<file path="src/rtl/lab3_selftest.sv">
// Built-in self-test sequencer for a 3-input gate block: walks all 8 input
// vectors, compares dut_x/dut_y against the reference gate equations and reports.
module lab3_selftest #(
  parameter int unsigned SETTLE = 2
) (
  input  logic       clk,
  input  logic       rst_n,
  input  logic       start,
  input  logic       dut_x,
  input  logic       dut_y,
  output logic       dut_a,
  output logic       dut_b,
  output logic       dut_c,
  output logic       busy,
  output logic       done,
  output logic       pass,
  output logic [3:0] err_count,
  output logic [2:0] first_fail,
  output logic       first_fail_valid
);

  typedef enum logic [2:0] {
    S_IDLE,
    S_DRIVE,
    S_WAIT,
    S_CHECK,
    S_DONE
  } state_t;

  localparam logic [3:0] WAIT_LAST = 4'(SETTLE - 1);

  state_t     r_state;
  logic [2:0] r_idx;
  logic [3:0] r_wait_cnt;
  logic       r_dut_a;
  logic       r_dut_b;
  logic       r_dut_c;
  logic       r_busy;
  logic       r_done;
  logic       r_pass;
  logic [3:0] r_err_count;
  logic [2:0] r_first_fail;
  logic       r_first_fail_valid;

  logic       w_x_exp;
  logic       w_y_exp;
  logic       w_mismatch;
  logic [3:0] w_err_next;
  logic [2:0] w_idx_next;

  // Reference model of the gate block, evaluated on the vector currently driven.
  assign w_x_exp    = (~r_dut_c) ^ (r_dut_a | r_dut_b);
  assign w_y_exp    = r_dut_a & r_dut_b;
  assign w_mismatch = (dut_x != w_x_exp) || (dut_y != w_y_exp);
  assign w_err_next = r_err_count + {3'b000, w_mismatch};
  assign w_idx_next = r_idx + 3'd1;

  always_ff @(posedge clk or negedge rst_n) begin
    if (!rst_n) begin
      r_state            <= S_IDLE;
      r_idx              <= '0;
      r_wait_cnt         <= '0;
      r_dut_a            <= 1'b0;
      r_dut_b            <= 1'b0;
      r_dut_c            <= 1'b0;
      r_busy             <= 1'b0;
      r_done             <= 1'b0;
      r_pass             <= 1'b0;
      r_err_count        <= '0;
      r_first_fail       <= '0;
      r_first_fail_valid <= 1'b0;
    end else begin
      // NOTE: non-blocking defaults are overridden by later assignments in the same edge.
      r_done <= 1'b0;
      case (r_state)
        S_IDLE: begin
          if (start) begin
            r_state                       <= S_DRIVE;
            r_idx                         <= '0;
            {r_dut_a, r_dut_b, r_dut_c}   <= 3'b000;
            r_busy                        <= 1'b1;
            r_pass                        <= 1'b0;
            r_err_count                   <= '0;
            r_first_fail                  <= '0;
            r_first_fail_valid            <= 1'b0;
          end
        end
        S_DRIVE: begin
          r_state    <= S_WAIT;
          r_wait_cnt <= WAIT_LAST;
        end
        S_WAIT: begin
          if (r_wait_cnt == 4'd0) r_state <= S_CHECK;
          else                    r_wait_cnt <= r_wait_cnt - 4'd1;
        end
        S_CHECK: begin
          if (w_mismatch) begin
            r_err_count <= w_err_next;
            if (!r_first_fail_valid) begin
              r_first_fail       <= r_idx;
              r_first_fail_valid <= 1'b1;
            end
          end
          if (r_idx == 3'd7) begin
            r_state                     <= S_DONE;
            {r_dut_a, r_dut_b, r_dut_c} <= 3'b000;
            r_busy                      <= 1'b0;
            r_done                      <= 1'b1;
            r_pass                      <= (w_err_next == 4'd0);
          end else begin
            r_state                     <= S_DRIVE;
            r_idx                       <= w_idx_next;
            {r_dut_a, r_dut_b, r_dut_c} <= w_idx_next;
          end
        end
        S_DONE:  r_state <= S_IDLE;
        default: r_state <= S_IDLE;
      endcase
    end
  end

  assign dut_a            = r_dut_a;
  assign dut_b            = r_dut_b;
  assign dut_c            = r_dut_c;
  assign busy             = r_busy;
  assign done             = r_done;
  assign pass             = r_pass;
  assign err_count        = r_err_count;
  assign first_fail       = r_first_fail;
  assign first_fail_valid = r_first_fail_valid;

endmodule

</file>
<file path="config.mk">
export PLATFORM = sky130hd
export DESIGN_NAME = lab3_selftest
export DESIGN_NICKNAME = d
export VERILOG_FILES = /design/src/rtl/lab3_selftest.sv
export SDC_FILE = /design/constraint.sdc
export NUM_CORES = 1
export LEC_CHECK = 0
export BUFFER_PORTS_ARGS = -buffer_cell sky130_fd_sc_hd__buf_4
export CAP_MARGIN = 20
export CORE_ASPECT_RATIO = 0.75
export CORE_MARGIN = 4
export CORE_UTILIZATION = 40
export CTS_CLUSTER_DIAMETER = 60
export DETAILED_ROUTE_END_ITERATION = 7
export GPL_TIMING_DRIVEN = 1
export PLACE_DENSITY = 0.58
export SLEW_MARGIN = 20
export SYNTH_ARGS = -nofsm -noshare
export SYNTH_HDL_FRONTEND = slang
export SYNTH_SLANG_ARGS = --single-unit
</file>
<file path="constraint.sdc">
create_clock -name clk -period 3.2 [get_ports clk]
set_input_delay 0.16 -clock clk [delete_from_list [all_inputs] [get_ports clk]]
set_output_delay 0.16 -clock clk [all_outputs]
set_load 0.02 [all_outputs]
</file>
==> flow_summary.json, run 1 <==
{
  "status": "completed",
  "cts_buffers": 3,
  "n_fill_cell": 263,
  "vias": 870,
  "finalHoldWorstSlack_ns": 0.224,
  "synth_cells": 112,
  "gr-total-overflow": 0,
  "rsz0062_at_grt": "no",
  "dr.pass1.iters": 4,
  "cp.required_ns": 3.35,
  "cp.arrival_ns": 2.21,
  "ys_seq_elements": 24,
  "max_freq_mhz": 486,
  "gp_congestion": 0.774,
  "tightest_slew_ns": 0.480,
  "startpoint_type": "register",
  "grt_max_degree": 25,
  "hpwl_microns": 1760,
  "grt_pass1_vias": 845,
  "ant_nets": 0,
  "ys_seq_area_share_pct": 50.4,
  "max-vdd-ir-drop_mv": 0.445,
  "rows": 16,
  "finalSetupViolations": 0,
  "vias_per_cell": 5.18,
  "dieArea_sq_um": 3920,
  "drc": 0,
  "path_clk_slew_ns": 0.07,
  "antennaDiodeCount": 0,
  "post_cts_buffers": 0,
  "crit_fanout": 6,
  "fin_crit_sh_pct": 64.4,
  "syn2layout_area_growth_pct": 18.5,
  "cts_tree": "yes",
  "grt_pass1_wl_microns": 4070,
  "drive_gt1_share_pct": 21.2,
  "start_util_pct": 43.7,
  "slew_headroom_pct": 67.9,
  "clk_latency_ns": 0.25,
  "place.port_buffers": 18,
  "dp_slack_ns": 1.17,
  "clockBufferDepth": 2,
  "avgSynthCellArea_sq_um": 10.6,
  "cts-root-buf": "clkbuf_8",
  "leakagePower_uw": 0.000658,
  "synth_cell_types": 33,
  "dieWidth_microns": 71.0,
  "io_pins": 19,
  "final_cell_mix": "dfrtp_1 (24), buf_4 (18), nor2_1 (10)",
  "core_area_sq_um": 2720,
  "drtIter0Drc": 37,
  "fp.dieH_microns": 55.3,
  "setup-tns-final_ns": 0,
  "crit_type": "reg2reg",
  "setup_ws_ns": 1.14,
  "grt_usage_pct": 12.8,
  "final_nets": 145,
  "clock_sinks": 24,
  "antenna_found_initial": 0,
  "min_period_ns": 2.06,
  "drv_slew": 0,
  "synth_area_sq_um": 1190,
  "cap_violations": 0,
  "power_density_nw_per_um2": 1000,
  "endpoint_kind": "register",
  "yosys_warnings": 0,
  "hold_viol_final": 0,
  "wl_per_cell_microns": 14.0,
  "hp-class": "in2reg",
  "routed_wirelength_microns": 2360,
  "synth_nets": 123,
  "final_common_cell": "dfrtp_1",
  "h-tree-depth": 1,
  "fin_skew_ns": 0.00189
}
worst paths after layout:
path | start | to | slack [ns] | depth (start not counted)
max in group asynchronous | rst_n | err_count[0] | 2.63 | 2
setup reg to reg | dut_c | pass | 1.14 | 7
min in group asynchronous | rst_n | r_wait_cnt[3] | 0.33 | 2
setup / recovery | dut_c | pass | 1.14 | 7
hold reg to reg | pass | pass | 0.50 | 2
hold / removal | start | busy | 0.22 | 3
what timing repair did:
item | in CTS | in global routing
endpoints found under the hold margin | 24 | 0
hold buffers | 1 | 0
gates resized for setup | 0 | 0
through the flow:
stage	cell area, sq um	std cells	power (uW)	util [%]
after floorplan	1190	112	1040	-
after global placement	1360	164	1230	50.0
after detailed placement	1360	164	1250	50.0
after CTS	1410	168	1430	51.8
after global routing	1410	168	1540	51.8
final	1410	168	1410	51.8
layer usage:
layer / GRT usage [%] / up-vias / share of wire, %
met5: 0 / - / 0
met4: 1.61 / 0 / 0.34
met3: 4.17 / 2 / 4.2
met2: 18.9 / 13 / 43
met1: 18.8 / 418 / 52
li1: - / 437 / -
layout make-up:
class                   count  area (sq um)  area share (%)
multi-input cells          80           557            39.5
repair buffers             19           145            10.3
well taps                  36          45.0            3.19
clock buffers               3          41.3            2.93
flip-flops and latches     24           601            42.6
inverters                   6          22.5            1.60
Yosys cell counts (all sizes together):
| library cell | number | area share, % |
|---|---|---|
| o31ai | 1 | 0.63 |
| nor2b | 1 | 0.53 |
| nand2b | 3 | 1.6 |
| nor3 | 4 | 1.7 |
| o21ai | 7 | 2.9 |
| o211ai | 1 | 0.63 |
| o41ai | 1 | 0.74 |
| o2bb2ai | 1 | 0.74 |
| o21ba | 1 | 0.84 |
| nor4 | 1 | 1.1 |
| xnor2 | 3 | 2.2 |
| nand3 | 4 | 1.7 |
| ha | 6 | 6.3 |
| inv | 6 | 1.9 |
| or2 | 1 | 0.53 |
| nor4b | 1 | 1.3 |
| a22o | 4 | 2.9 |
| and2 | 2 | 1.1 |
| xor2 | 4 | 2.9 |
| nand2 | 9 | 2.8 |
| a21o | 4 | 2.5 |
| dfrtp | 24 | 50 |
| buf | 1 | 0.63 |
| a32o | 2 | 1.7 |
| nor3b | 1 | 0.63 |
| o21bai | 1 | 0.63 |
| a211oi | 2 | 2.1 |
| a21oi | 4 | 2.0 |
| clkbuf | 1 | 0.31 |
| nor2 | 11 | 4.1 |
critical path: stages (launching register included):
cell     delay [ns]
dfrtp_1        0.40
xnor2_1        0.35
nor4_2         0.09
a21oi_2        0.26
ha_1           0.24
ha_1           0.23
xor2_1         0.09
o41ai_1        0.30
logic make-up after synthesis:
| kind of cell | share of synthesized area [%] |
|---|---|
| and+or+nand+nor | 16.9 |
| AOI/OAI and AO/OA | 18.4 |
| buffers and inverters | 2.84 |
| adders and majority gates | 6.30 |
| DFF | 50.4 |
| xor gates and xnor gates | 5.15 |
power by group:
group	leakage [uW]	internal [uW]	switching [uW]
registers	0.000307	418	128
clock network	0.0000216	83.8	82.6
logic	0.000330	308	394
flip-flops by register name, summed over array words and instances, names as in the netlist:
| signal | cells |
|---|---|
| first_fail | 3 |
| err_count | 4 |
| dut_a | 1 |
| r_wait_cnt | 4 |
| done | 1 |
| pass | 1 |
| r_state | 3 |
| dut_b | 1 |
| dut_c | 1 |
| first_fail_valid | 1 |
| r_idx | 3 |
| busy | 1 |
Note: power is estimated with default switching activity, not from simulation.
==> run 2, diff against run 1 <==
- PLACE_DENSITY: 0.58 -> 0.6
- clock period: 3.2 -> 1.75 ns (I/O delays scaled with it)
==> run 2 against run 1 <==
  * The flow now finishes with violations (setup timing)
  * Critical path depth grew 1
  * Worst hold slack lost 0.088 ns
  * Routed wire length grew 15%
  * Largest cell class is now multi-input combinational cells
  * Largest power group unchanged
  * Highest routed layer unchanged
==> flow_summary.json, run 2 (synthesized netlist as in run 1, its figures left out) <==
{
  "status": "complete, but fails checks",
  "violations": "setup timing",
  "gr-total-overflow": 0,
  "antennaDiodeCount": 0,
  "dp_slack_ns": -0.126,
  "place_area_sq_um": 1530,
  "finalSetupViolations": 1,
  "core_area_sq_um": 2720,
  "vias_per_cell": 5.08,
  "cp.arrival_ns": 2.04,
  "grt_max_degree": 25,
  "n_fill_cell": 248,
  "power_density_nw_per_um2": 1950,
  "clock_sinks": 24,
  "hold_viol_final": 0,
  "min_period_ns": 1.87,
  "max-vdd-ir-drop_mv": 0.755,
  "grt_util_met2_pct": 20.6,
  "routed_wirelength_microns": 2720,
  "startpoint_type": "register",
  "cts-root-buf": "clkbuf_8",
  "leakagePower_uw": 0.000766,
  "start_util_pct": 43.7,
  "grt-busiest-layer": "met1",
  "slew_headroom_pct": 77.9,
  "dr.pass1.iters": 4,
  "final_cells": 185,
  "io_pins": 19,
  "fin_crit_sh_pct": 107,
  "gp_congestion": 0.805,
  "cts_buffers": 3,
  "drc": 0,
  "rows": 16,
  "clockBufferDepth": 2,
  "drtIter0Drc": 53,
  "endpoint_kind": "register",
  "fin_skew_ns": 0.00927,
  "max_freq_mhz": 535,
  "grt_usage_pct": 14.9,
  "crit_type": "reg2reg",
  "drv_slew": 0,
  "tightest_slew_ns": 0.329,
  "syn2layout_area_growth_pct": 39.8,
  "dieWidth_microns": 71.0,
  "dieArea_sq_um": 3920,
  "rsz0062_at_grt": "yes",
  "drive_gt1_share_pct": 36.9,
  "cts_tree": "yes",
  "final_common_cell": "buf_4",
  "wl_per_cell_microns": 14.7,
  "dp.cells": 177,
  "crit_fanout": 4,
  "grt_pass1_wl_microns": 4520,
  "hpwl_microns": 1990,
  "design_area_sq_um": 1670,
  "ant_nets": 0,
  "cp.required_ns": 1.93,
  "r2r_slack_ns": -0.12,
  "final_cell_mix": "buf_4 (34), dfrtp_1 (21), nor2_1 (10)",
  "final_nets": 161,
  "fp.dieH_microns": 55.3,
  "place.port_buffers": 18,
  "clk_latency_ns": 0.27,
  "fin_total_pwr_uw": 3240,
  "grtUsageMet3_pct": 4.35,
  "cap_violations": 0,
  "setup_ws_ns": -0.118,
  "antenna_found_initial": 0,
  "vias": 939,
  "h-tree-depth": 1,
  "hp-class": "in2reg",
  "grt_pass1_vias": 923,
  "path_clk_slew_ns": 0.09,
  "use_met1_pct": 22.0
}
[run 2: cell count changes in the layout (fill, tap and decap cells not counted), moves of 2 or more]
| cell | change |
|---|---|
| ha_1 | -2 |
| dfrtp_1 | -3 |
| dfrtp_2 | +3 |
| ha_4 | +2 |
| buf_4 | +16 |
[run 2: layout make-up]
cell class | instances | area, sq um | share of cell area (%)
multi-input combinational | 80 | 657 | 39.4
sequential | 24 | 604 | 36.3
timing repair buffer | 35 | 265 | 15.9
tap | 36 | 45.0 | 2.70
clock buffer | 3 | 41.3 | 2.48
clock inverter | 1 | 30.0 | 1.80
inverter | 6 | 22.5 | 1.35
[run 2: timing repair]
item | 4_1_cts | 5_1_grt
hold buffers | 1 | 0
endpoints found under the setup margin | 2 | 6
pin swaps | 2 | 2
gates resized for setup | 2 | 4
buffers inserted | 1 | 2
endpoints found under the hold margin | 24 | 0
[run 2: metrics by stage]
stage	hold slack, ns	TNS, ns	util (%)
final	0.135	-0.118	61.2
after global routing	0.151	-0.329	61.2
after global placement	0.00260	-0.0575	56.0
after detailed placement	0.00947	-0.126	56.0
after floorplan	-0.208	-0.144	-
after CTS	0.136	-0.111	59.8
[run 2: worst paths after layout]
check                               from          endpoint  cells past startpoint
max in group asynchronous          rst_n             dut_b                      2
hold / removal                     start  first_fail_valid                      4
setup / recovery                   dut_a              pass                      8
hold reg to reg            r_wait_cnt[0]     r_wait_cnt[0]                      1
setup reg to reg                   dut_a              pass                      8
min in group asynchronous          rst_n     r_wait_cnt[1]                      2
[run 2: metal layers]
| metal | up-vias | routed length (microns) |
|---|---|---|
| li1 | 466 | - |
| met1 | 451 | 1360 |
| met2 | 20 | 1180 |
| met3 | 2 | 152 |
| met4 | 0 | 24 |
| met5 | - | 0 |
[run 2: critical path: stages (launching register included)]
cell     delay (ns)
dfrtp_2        0.45
nor3b_2        0.16
a21o_1         0.20
a21oi_4        0.17
ha_4           0.18
nand3_4        0.08
xor2_2         0.17
nand2_1        0.08
o41ai_2        0.28
[run 2: where the power goes]
part	switching, uW	internal (uW)	leakage, uW
logic	863	860	0.000427
clock network	185	306	0.0000357
registers	258	770	0.000303
==> run 3, diff against run 2 <==
==> constraint.sdc (replaced) <==
create_clock -name clk -period 1.75 [get_ports clk]
set_input_delay 0.2625 -clock clk [delete_from_list [all_inputs] [get_ports clk]]
set_output_delay 0.2625 -clock clk [all_outputs]
set_load 0.02 [all_outputs]
==> run 3 against run 2 <==
  * The run still ends with setup timing left
  * Critical path type unchanged
  * Combinational power hardly changed
  * Non-clock buffer count did not move
  * Clock skew shrank 0.0068 ns
  * Maximum frequency grew 2.6%
  * Flip-flop and latch count unchanged
==> flow_summary.json, run 3 (synthesized netlist as in run 1, its figures left out) <==
{
  "status": "complete, but fails checks",
  "violations": "setup timing",
  "p_clk_share_pct": 15.0,
  "path_clk_slew_ns": 0.08,
  "grt_max_degree": 25,
  "drtIter0Drc": 56,
  "final_common_cell": "buf_4",
  "crit_path_max_incr_delay_ns": 0.45,
  "cts-root-buf": "clkbuf_8",
  "vias_per_cell": 5.04,
  "fin_skew_ns": 0.00247,
  "hpwl_microns": 1920,
  "max-vdd-ir-drop_mv": 1.12,
  "finalSetupViolations": 1,
  "setup_ws_ns": -0.0702,
  "cap_violations": 0,
  "p_switching_uw": 1280,
  "cp.required_ns": 1.92,
  "clk_latency_ns": 0.26,
  "crit_family": "compound AO/OA/AOI/OAI gates",
  "core_area_sq_um": 2720,
  "cts_tree": "yes",
  "power_density_nw_per_um2": 1930,
  "dieWidth_microns": 71.0,
  "crit_chain": "nor3b_1, a21o_1, a21oi_4, ha_4, nand3_2, xor2_2, nand2_1, o41ai_2",
  "fp.dieH_microns": 55.3,
  "place.port_buffers": 18,
  "cp.arrival_ns": 1.99,
  "grt_usage_pct": 13.9,
  "leakagePower_uw": 0.000765,
  "hold_viol_final": 0,
  "fin_crit_sh_pct": 104,
  "holdCritStartpoint": "start",
  "reg2reg_from": "dut_a",
  "crit_buf_inv": 0,
  "start_util_pct": 43.7,
  "power_frac_seq_pct": 31.4,
  "p_int_uw": 1930,
  "h-tree-depth": 1,
  "rows": 16,
  "gp_congestion": 0.769,
  "final_cell_mix": "buf_4 (34), dfrtp_1 (21), nor2_1 (10)",
  "startpoint": "dut_a",
  "tightest_slew_ns": 0.396,
  "clock_sinks": 24,
  "drc": 0,
  "hp-class": "in2reg",
  "dieArea_sq_um": 3920,
  "syn2layout_area_growth_pct": 39.1,
  "fin_total_pwr_uw": 3200,
  "slew_headroom_pct": 73.4,
  "cts_buffers": 3,
  "min_period_ns": 1.82,
  "dp.cells": 178,
  "final_cells": 185,
  "io_pins": 19,
  "endpoint_kind": "register",
  "grt_pass1_wl_microns": 4410,
  "setup-tns-final_ns": -0.0702,
  "grt_pass1_vias": 937,
  "crit_type": "reg2reg",
  "p_comb_share_pct": 53.6,
  "ant_nets": 0,
  "antenna_found_initial": 0,
  "clockBufferDepth": 2,
  "crit_fanout": 5,
  "antennaDiodeCount": 0,
  "drive_gt1_share_pct": 36.9,
  "switching_share_pct": 39.9,
  "vias": 932,
  "startpoint_type": "register",
  "routed_wirelength_microns": 2580,
  "drv_slew": 0,
  "gr-total-overflow": 0,
  "fin_util_pct": 60.8,
  "wl_per_cell_microns": 13.9,
  "cpMaxStageDelayCell": "dfrtp_2",
  "dr.pass1.iters": 4,
  "max_freq_mhz": 549,
  "final_nets": 161,
  "rsz0062_at_grt": "yes"
}
==> run 3: cell counts in the layout (fill, tap and decap cells not counted) <==
No cell type changed its count.
==> run 3: final cells by class <==
type / count / area [sq um]
Fill cell: 235 / 1070
Multi-Input combinational cell: 80 / 648
Sequential cell: 24 / 604
Timing Repair Buffer: 35 / 265
Tap cell: 36 / 45.0
Clock buffer: 3 / 41.3
Clock inverter: 1 / 30.0
Inverter: 6 / 22.5
==> run 3: worst paths after layout <==
check,endpoint,slack (ns),cells after the start
max in group asynchronous,dut_a,1.07,2
worst max-delay path,pass,-0.07,8
worst max register to register,pass,-0.07,8
worst min-delay path,first_fail_valid,0.34,4
min in group asynchronous,r_idx[0],0.42,2
worst min register to register,r_wait_cnt[0],0.51,1
==> run 3: repair_timing <==
action | 4_1_cts | 5_1_grt
pin swaps | 3 | 2
setup buffers | 1 | 1
resized for setup | 2 | 3
hold endpoints to repair | 24 | 0
endpoints found under the setup margin | 1 | 7
hold buffers | 1 | 0
==> run 3: per-stage QoR <==
stage          hold WS, ns  instance area (sq um)  setup slack, ns
2_1_floorplan      -0.0331                   1260           -0.144
3_3_place_gp         0.178                   1530          -0.0690
3_5_place_dp         0.177                   1530           -0.173
4_1_cts              0.338                   1640          -0.0965
5_1_grt              0.353                   1660           -0.173
6_report             0.343                   1660          -0.0702
==> run 3: per-layer routing <==
layer / vias up / global-route usage (%) / part of all wire [%]
met2: 28 / 19.4 / 41
met5: - / 0 / 0
met4: 0 / 2.68 / 0
li1: 471 / - / -
met1: 433 / 20.7 / 51
met3: 0 / 4.89 / 7.3
==> run 3: power groups by stage <==
| stage | Clock [uW] | Sequential, uW | Combinational [uW] |
|---|---|---|---|
| final | 479 | 1010 | 1720 |
| after global routing | 518 | 1040 | 1890 |
| after CTS | 491 | 1000 | 1690 |
| after detailed placement | 0 | 1010 | 1630 |
| after global placement | 0 | 999 | 1620 |
| after floorplan | 0 | 1090 | 945 |
==> run 3: worst reg2reg max path: stages (launching register included) <==
cell and delay, ns:
dfrtp_2 0.45, nor3b_1 0.15, a21o_1 0.19, a21oi_4 0.16
ha_4 0.17, nand3_2 0.09, xor2_2 0.16, nand2_1 0.08
o41ai_2 0.27
